--- config.mk ---
export PLATFORM = sky130hd
export DESIGN_NAME = hex_tx_sequencer
export DESIGN_NICKNAME = d
export VERILOG_FILES = /design/src/rtl/hex_tx_sequencer.sv
export SDC_FILE = /design/constraint.sdc
export NUM_CORES = 1
export LEC_CHECK = 0
export CORE_MARGIN = 4
export CORE_UTILIZATION = 35
export CTS_CLUSTER_SIZE = 28
export DETAILED_ROUTE_END_ITERATION = 6
export SLEW_MARGIN = 20
export SYNTH_ARGS = -nofsm -noshare
export SYNTH_HDL_FRONTEND = slang
export SYNTH_SLANG_ARGS = --single-unit
--- constraint.sdc ---
create_clock -name clk -period 3 [get_ports clk]
set_clock_uncertainty 0.1 [all_clocks]
set_input_delay 0.45 -clock clk [delete_from_list [all_inputs] [get_ports clk]]
set_output_delay 0.45 -clock clk [all_outputs]
set_load 0.02 [all_outputs]
--- src/rtl/hex_tx_sequencer.sv ---
// Prints one NBYTES-wide binary word as uppercase ASCII hex, MS nibble first, optionally followed by CR LF.
// Latency: first character offered the cycle after an accepted start; done pulses one cycle after the last transfer.
// Backpressure: a character is held on tx_data with tx_valid high until tx_ready is seen; start is ignored while busy.
module hex_tx_sequencer #(
  parameter int NBYTES    = 2,
  parameter int SEND_CRLF = 1
) (
  input  logic                  clk,
  input  logic                  rst,
  input  logic                  start,
  input  logic [8*NBYTES-1:0]   data,
  input  logic                  tx_ready,
  output logic                  tx_valid,
  output logic [7:0]            tx_data,
  output logic                  busy,
  output logic                  done
);

  localparam int W      = 8 * NBYTES;
  localparam int NNIB   = 2 * NBYTES;
  localparam int LAST_I = (SEND_CRLF != 0) ? NNIB + 1 : NNIB - 1;
  localparam int IDX_W  = $clog2(NNIB + 2);
  localparam logic [IDX_W-1:0] LAST = IDX_W'(LAST_I);

  typedef enum logic [1:0] {
    IDLE = 2'd0,
    SEND = 2'd1,
    DONE = 2'd2
  } state_t;

  state_t           state_q, state_d;
  logic [IDX_W-1:0] idx_q, idx_d;
  logic [W-1:0]     word_q, word_d;
  logic             tx_valid_q;
  logic [7:0]       tx_data_q;
  logic             busy_q;
  logic             done_q;

  // Character at index i: hex digits first (MS nibble at index 0), then CR and LF.
  function automatic logic [7:0] char_at(input logic [W-1:0] w, input logic [IDX_W-1:0] i);
    logic [3:0] nib;
    int         k;
    k   = int'(i);
    nib = 4'd0;
    if (k < NNIB) begin
      nib = 4'(w >> (4 * (NNIB - 1 - k)));
      if (nib < 4'd10) char_at = 8'd48 + {4'd0, nib};
      else             char_at = 8'd55 + {4'd0, nib};
    end else if (k == NNIB) begin
      char_at = 8'h0D;
    end else begin
      char_at = 8'h0A;
    end
  endfunction

  // Next-state logic: capture on start in IDLE, advance index only on a transfer.
  always_comb begin
    state_d = state_q;
    idx_d   = idx_q;
    word_d  = word_q;
    case (state_q)
      IDLE: begin
        if (start) begin
          word_d  = data;
          idx_d   = '0;
          state_d = SEND;
        end
      end
      SEND: begin
        if (tx_ready) begin
          if (idx_q == LAST) state_d = DONE;
          else               idx_d   = idx_q + 1'b1;
        end
      end
      DONE: begin
        state_d = IDLE;
      end
      default: begin
        state_d = IDLE;
      end
    endcase
  end

  // State and registered outputs; outputs are precomputed from the next state so they line up with it.
  always_ff @(posedge clk) begin
    if (rst) begin
      state_q    <= IDLE;
      idx_q      <= '0;
      word_q     <= '0;
      tx_valid_q <= 1'b0;
      tx_data_q  <= 8'h00;
      busy_q     <= 1'b0;
      done_q     <= 1'b0;
    end else begin
      state_q    <= state_d;
      idx_q      <= idx_d;
      word_q     <= word_d;
      tx_valid_q <= (state_d == SEND);
      tx_data_q  <= (state_d == SEND) ? char_at(word_d, idx_d) : 8'h00;
      busy_q     <= (state_d != IDLE);
      done_q     <= (state_d == DONE);
    end
  end

  assign tx_valid = tx_valid_q;
  assign tx_data  = tx_data_q;
  assign busy     = busy_q;
  assign done     = done_q;

endmodule

==> run summary <==
outcome -> completed
CTS tree -> done
clk sinks -> 31
CTS buffer count -> 5
Slew Limit Fails -> 0
Worst Path Max Fanout -> 8
hpwl dp -> 2.96 mm
Core Area -> 4750 µm²
gr usage total -> 0.140
CTS clk-pin slew, worst paths -> 0.06 ns
Die Width -> 78.5 µm
hold slack final -> 0.366 ns
Die Span Y -> 78.5 µm
Worst-Skew Late Latency -> 0.28 ns
placed cells -> 303
ys flop type -> dfxtp_1
Vias -> 1,558
Setup CP Type -> in -> reg
synth unique cells -> 54
HP Class -> reg -> reg
vias in the first global route -> 1,507
Critical Path End Type -> flip-flop
crit-path cells -> clkdlybuf4s50_1, or3b_1, nor2_1, nor3_1, and2_1, o21ai_0, ha_1, inv_1, a21o_1, and3_2
Rows -> 25
Hold Crit Depth -> 2
final hold vios -> 0
post-cts gate resize count -> 0
PortBufs -> 29
total grt overflow -> 0
Initial Utilization -> 0.366
RSZ-0062 raised after global routing -> false
yosys warns -> 0
Setup crit start kind -> primary input
Nets -> 266
area occupied by multi-input gates -> 1000 µm²
maximum clock path buffer count -> 2
crit path DAT -> 2.65 ns
drt wl/cell -> 12.9 µm
Avg Vias per Cell -> 5.01
CP required -> 3.07 ns
number of DRC markers in iteration 0 -> 58
slew margin rel. -> 0.564
Setup-failing EPs final -> 0
leakage power -> 0.849 nW
GP Congestion -> 0.882
antenna cells -> 0
pre-CTS setup slack -> 0.160 ns
slowest CP cell -> or3b_1
max_cap viols -> 0
Seq/Total Area, Yosys -> 0.357
io pins -> 31
Area growth, synth to finish -> 28.7%
drt first pass iters -> 4
# hold bufs at CTS -> 0
FF-to-FF path depth -> 10
final wirelength -> 4.02 mm
Root Driver -> clkbuf_8
Mapped Avg Cell Area -> 8.37 µm²
Max Clock Freq -> 388 MHz
Fin Setup TNS -> 0 ns
fin cells -> 311
cell area after synthesis -> 1740 µm²
#FFs+latches synth -> 31
fin crit share -> 0.858
htree depth -> 2
Largest stage delay, worst path -> 0.53 ns
fin crit period -> 2.58 ns
Cell Pwr Density -> 458 nW/µm²
initial antenna violation count -> 0
syn nets -> 231
post-CTS setup repair buffer count -> 0
VDD IR max -> 0.215 mV
final worst slack -> 0.425 ns
Async S/R FF share, synth -> 0
# DRC -> 0
Gate Count Post-Synth -> 208
DIE AREA -> 6160 µm²
share of layout cells above drive strength 1 -> 0.172
EDFF count, synth -> 0
fill count -> 497
Worst-Margin Slew -> 0.646 ns
largest net degree at the start of global routing -> 22
FF+latch area -> 621 µm²
global-route wire length before repair -> 7.06 mm
antenna viol nets, final -> 0
R2R Setup Slk -> 0.53 ns
==> kinds of logic (layout without fill, tap and decap cells) <==
kind of cell,after synthesis,after routing,synth area share
DFF,31,31,0.357
buffers and inverters,23,59,0.0704
muxes,7,7,0.0460
AOI/OAI and AO/OA,61,61,0.255
and+or+nand+nor,82,82,0.248
adders and majority gates,3,3,0.0216
other,1,1,0.00215
==> synth_stat cells (all sizes together) (2+ instances only) <==
cell    count  area, µm²
ha          3       37.5
nand3b      2       15.0
a31oi       3       33.8
and2        4       25.0
a21o        6       47.6
nor2b       3       18.8
mux2        5       60.1
a21oi      23        115
nand2b      2       12.5
clkbuf      5       18.8
nor3b       2       20.0
o211ai      4       40.0
mux2i       2       20.0
nor3        7       35.0
o22ai       2       12.5
nor2       10       61.3
o31ai       2       15.0
nand2      38        145
a211oi      2       15.0
o21ai       7       35.0
dfxtp      31        621
buf        12       81.3
inv         6       22.5
nand3       4       20.0
o22a        2       17.5
nand4       4       25.0
==> cell usage in the layout (no fill, tap or decap), drive strengths merged, types with 2 or more instances in the layout <==
cell type	count
nor3	7
o22ai	2
and2	4
a21o	6
nand2b	2
dfxtp	31
mux2i	2
mux2	5
nand3	4
a211oi	2
o22a	2
clkbuf	8
nand2	38
clkdlybuf4s50	29
inv	6
o21ai	7
ha	3
buf	16
nor2b	3
nand4	4
nor2	10
o211ai	4
nor3b	2
nand3b	2
a31oi	3
o31ai	2
a21oi	23
==> layer usage <==
| layer | vias up | GRT usage | share of wire |
|---|---|---|---|
| met3 | 6 | 0.0401 | 0.053 |
| met2 | 38 | 0.209 | 0.42 |
| met4 | 0 | 0.0367 | 0.0094 |
| met1 | 705 | 0.197 | 0.52 |
| li1 | 809 | - | - |
| met5 | - | 0 | 0 |
==> per-stage QoR <==
stage                util  cell area [µm²]  power, W
CTS                 0.471             2240   0.00104
global placement    0.450             2140  0.000678
floorplan               -             1740  0.000598
detailed placement  0.450             2140  0.000678
global route        0.471             2240   0.00108
finish              0.471             2240   0.00103
==> critical path, delay by kind of cell <==
kind / cells / cell delay, ns
simple gates: 5 / 1.14
buf+inv: 2 / 0.56
compound gates: 2 / 0.30
fa+ha+maj: 1 / 0.21
==> where the power goes <==
group / switching [W] / internal (W) / leakage [nW]
logic: 0.000111 / 0.000109 / 0.543
clock network: 0.000148 / 0.000209 / 0.0515
registers: 0.0000131 / 0.000436 / 0.254
total: 0.000272 / 0.000754 / 0.849
==> path summary, 6_finish.rpt <==
path	from	end
worst max-delay path	start	tx_data[6]
worst min-delay path	word_q[2]	word_q[2]
worst max register to register	idx_q[1]	tx_data[6]
worst min register to register	word_q[2]	word_q[2]
==> flip-flops by register name, summed over array words and instances, names as in the netlist <==
name      count
word_q       16
tx_data       7
idx_q         3
state_q       2
busy          1
done          1
tx_valid      1
==> final cells by class <==
type                            count  area share
Multi-Input combinational cell    154       0.447
Sequential cell                    31       0.277
Timing Repair Buffer               45       0.183
Clock buffer                        8      0.0447
Tap cell                           67      0.0374
Inverter                            6      0.0101
No activity file was read; power rests on OpenSTA's default activity.
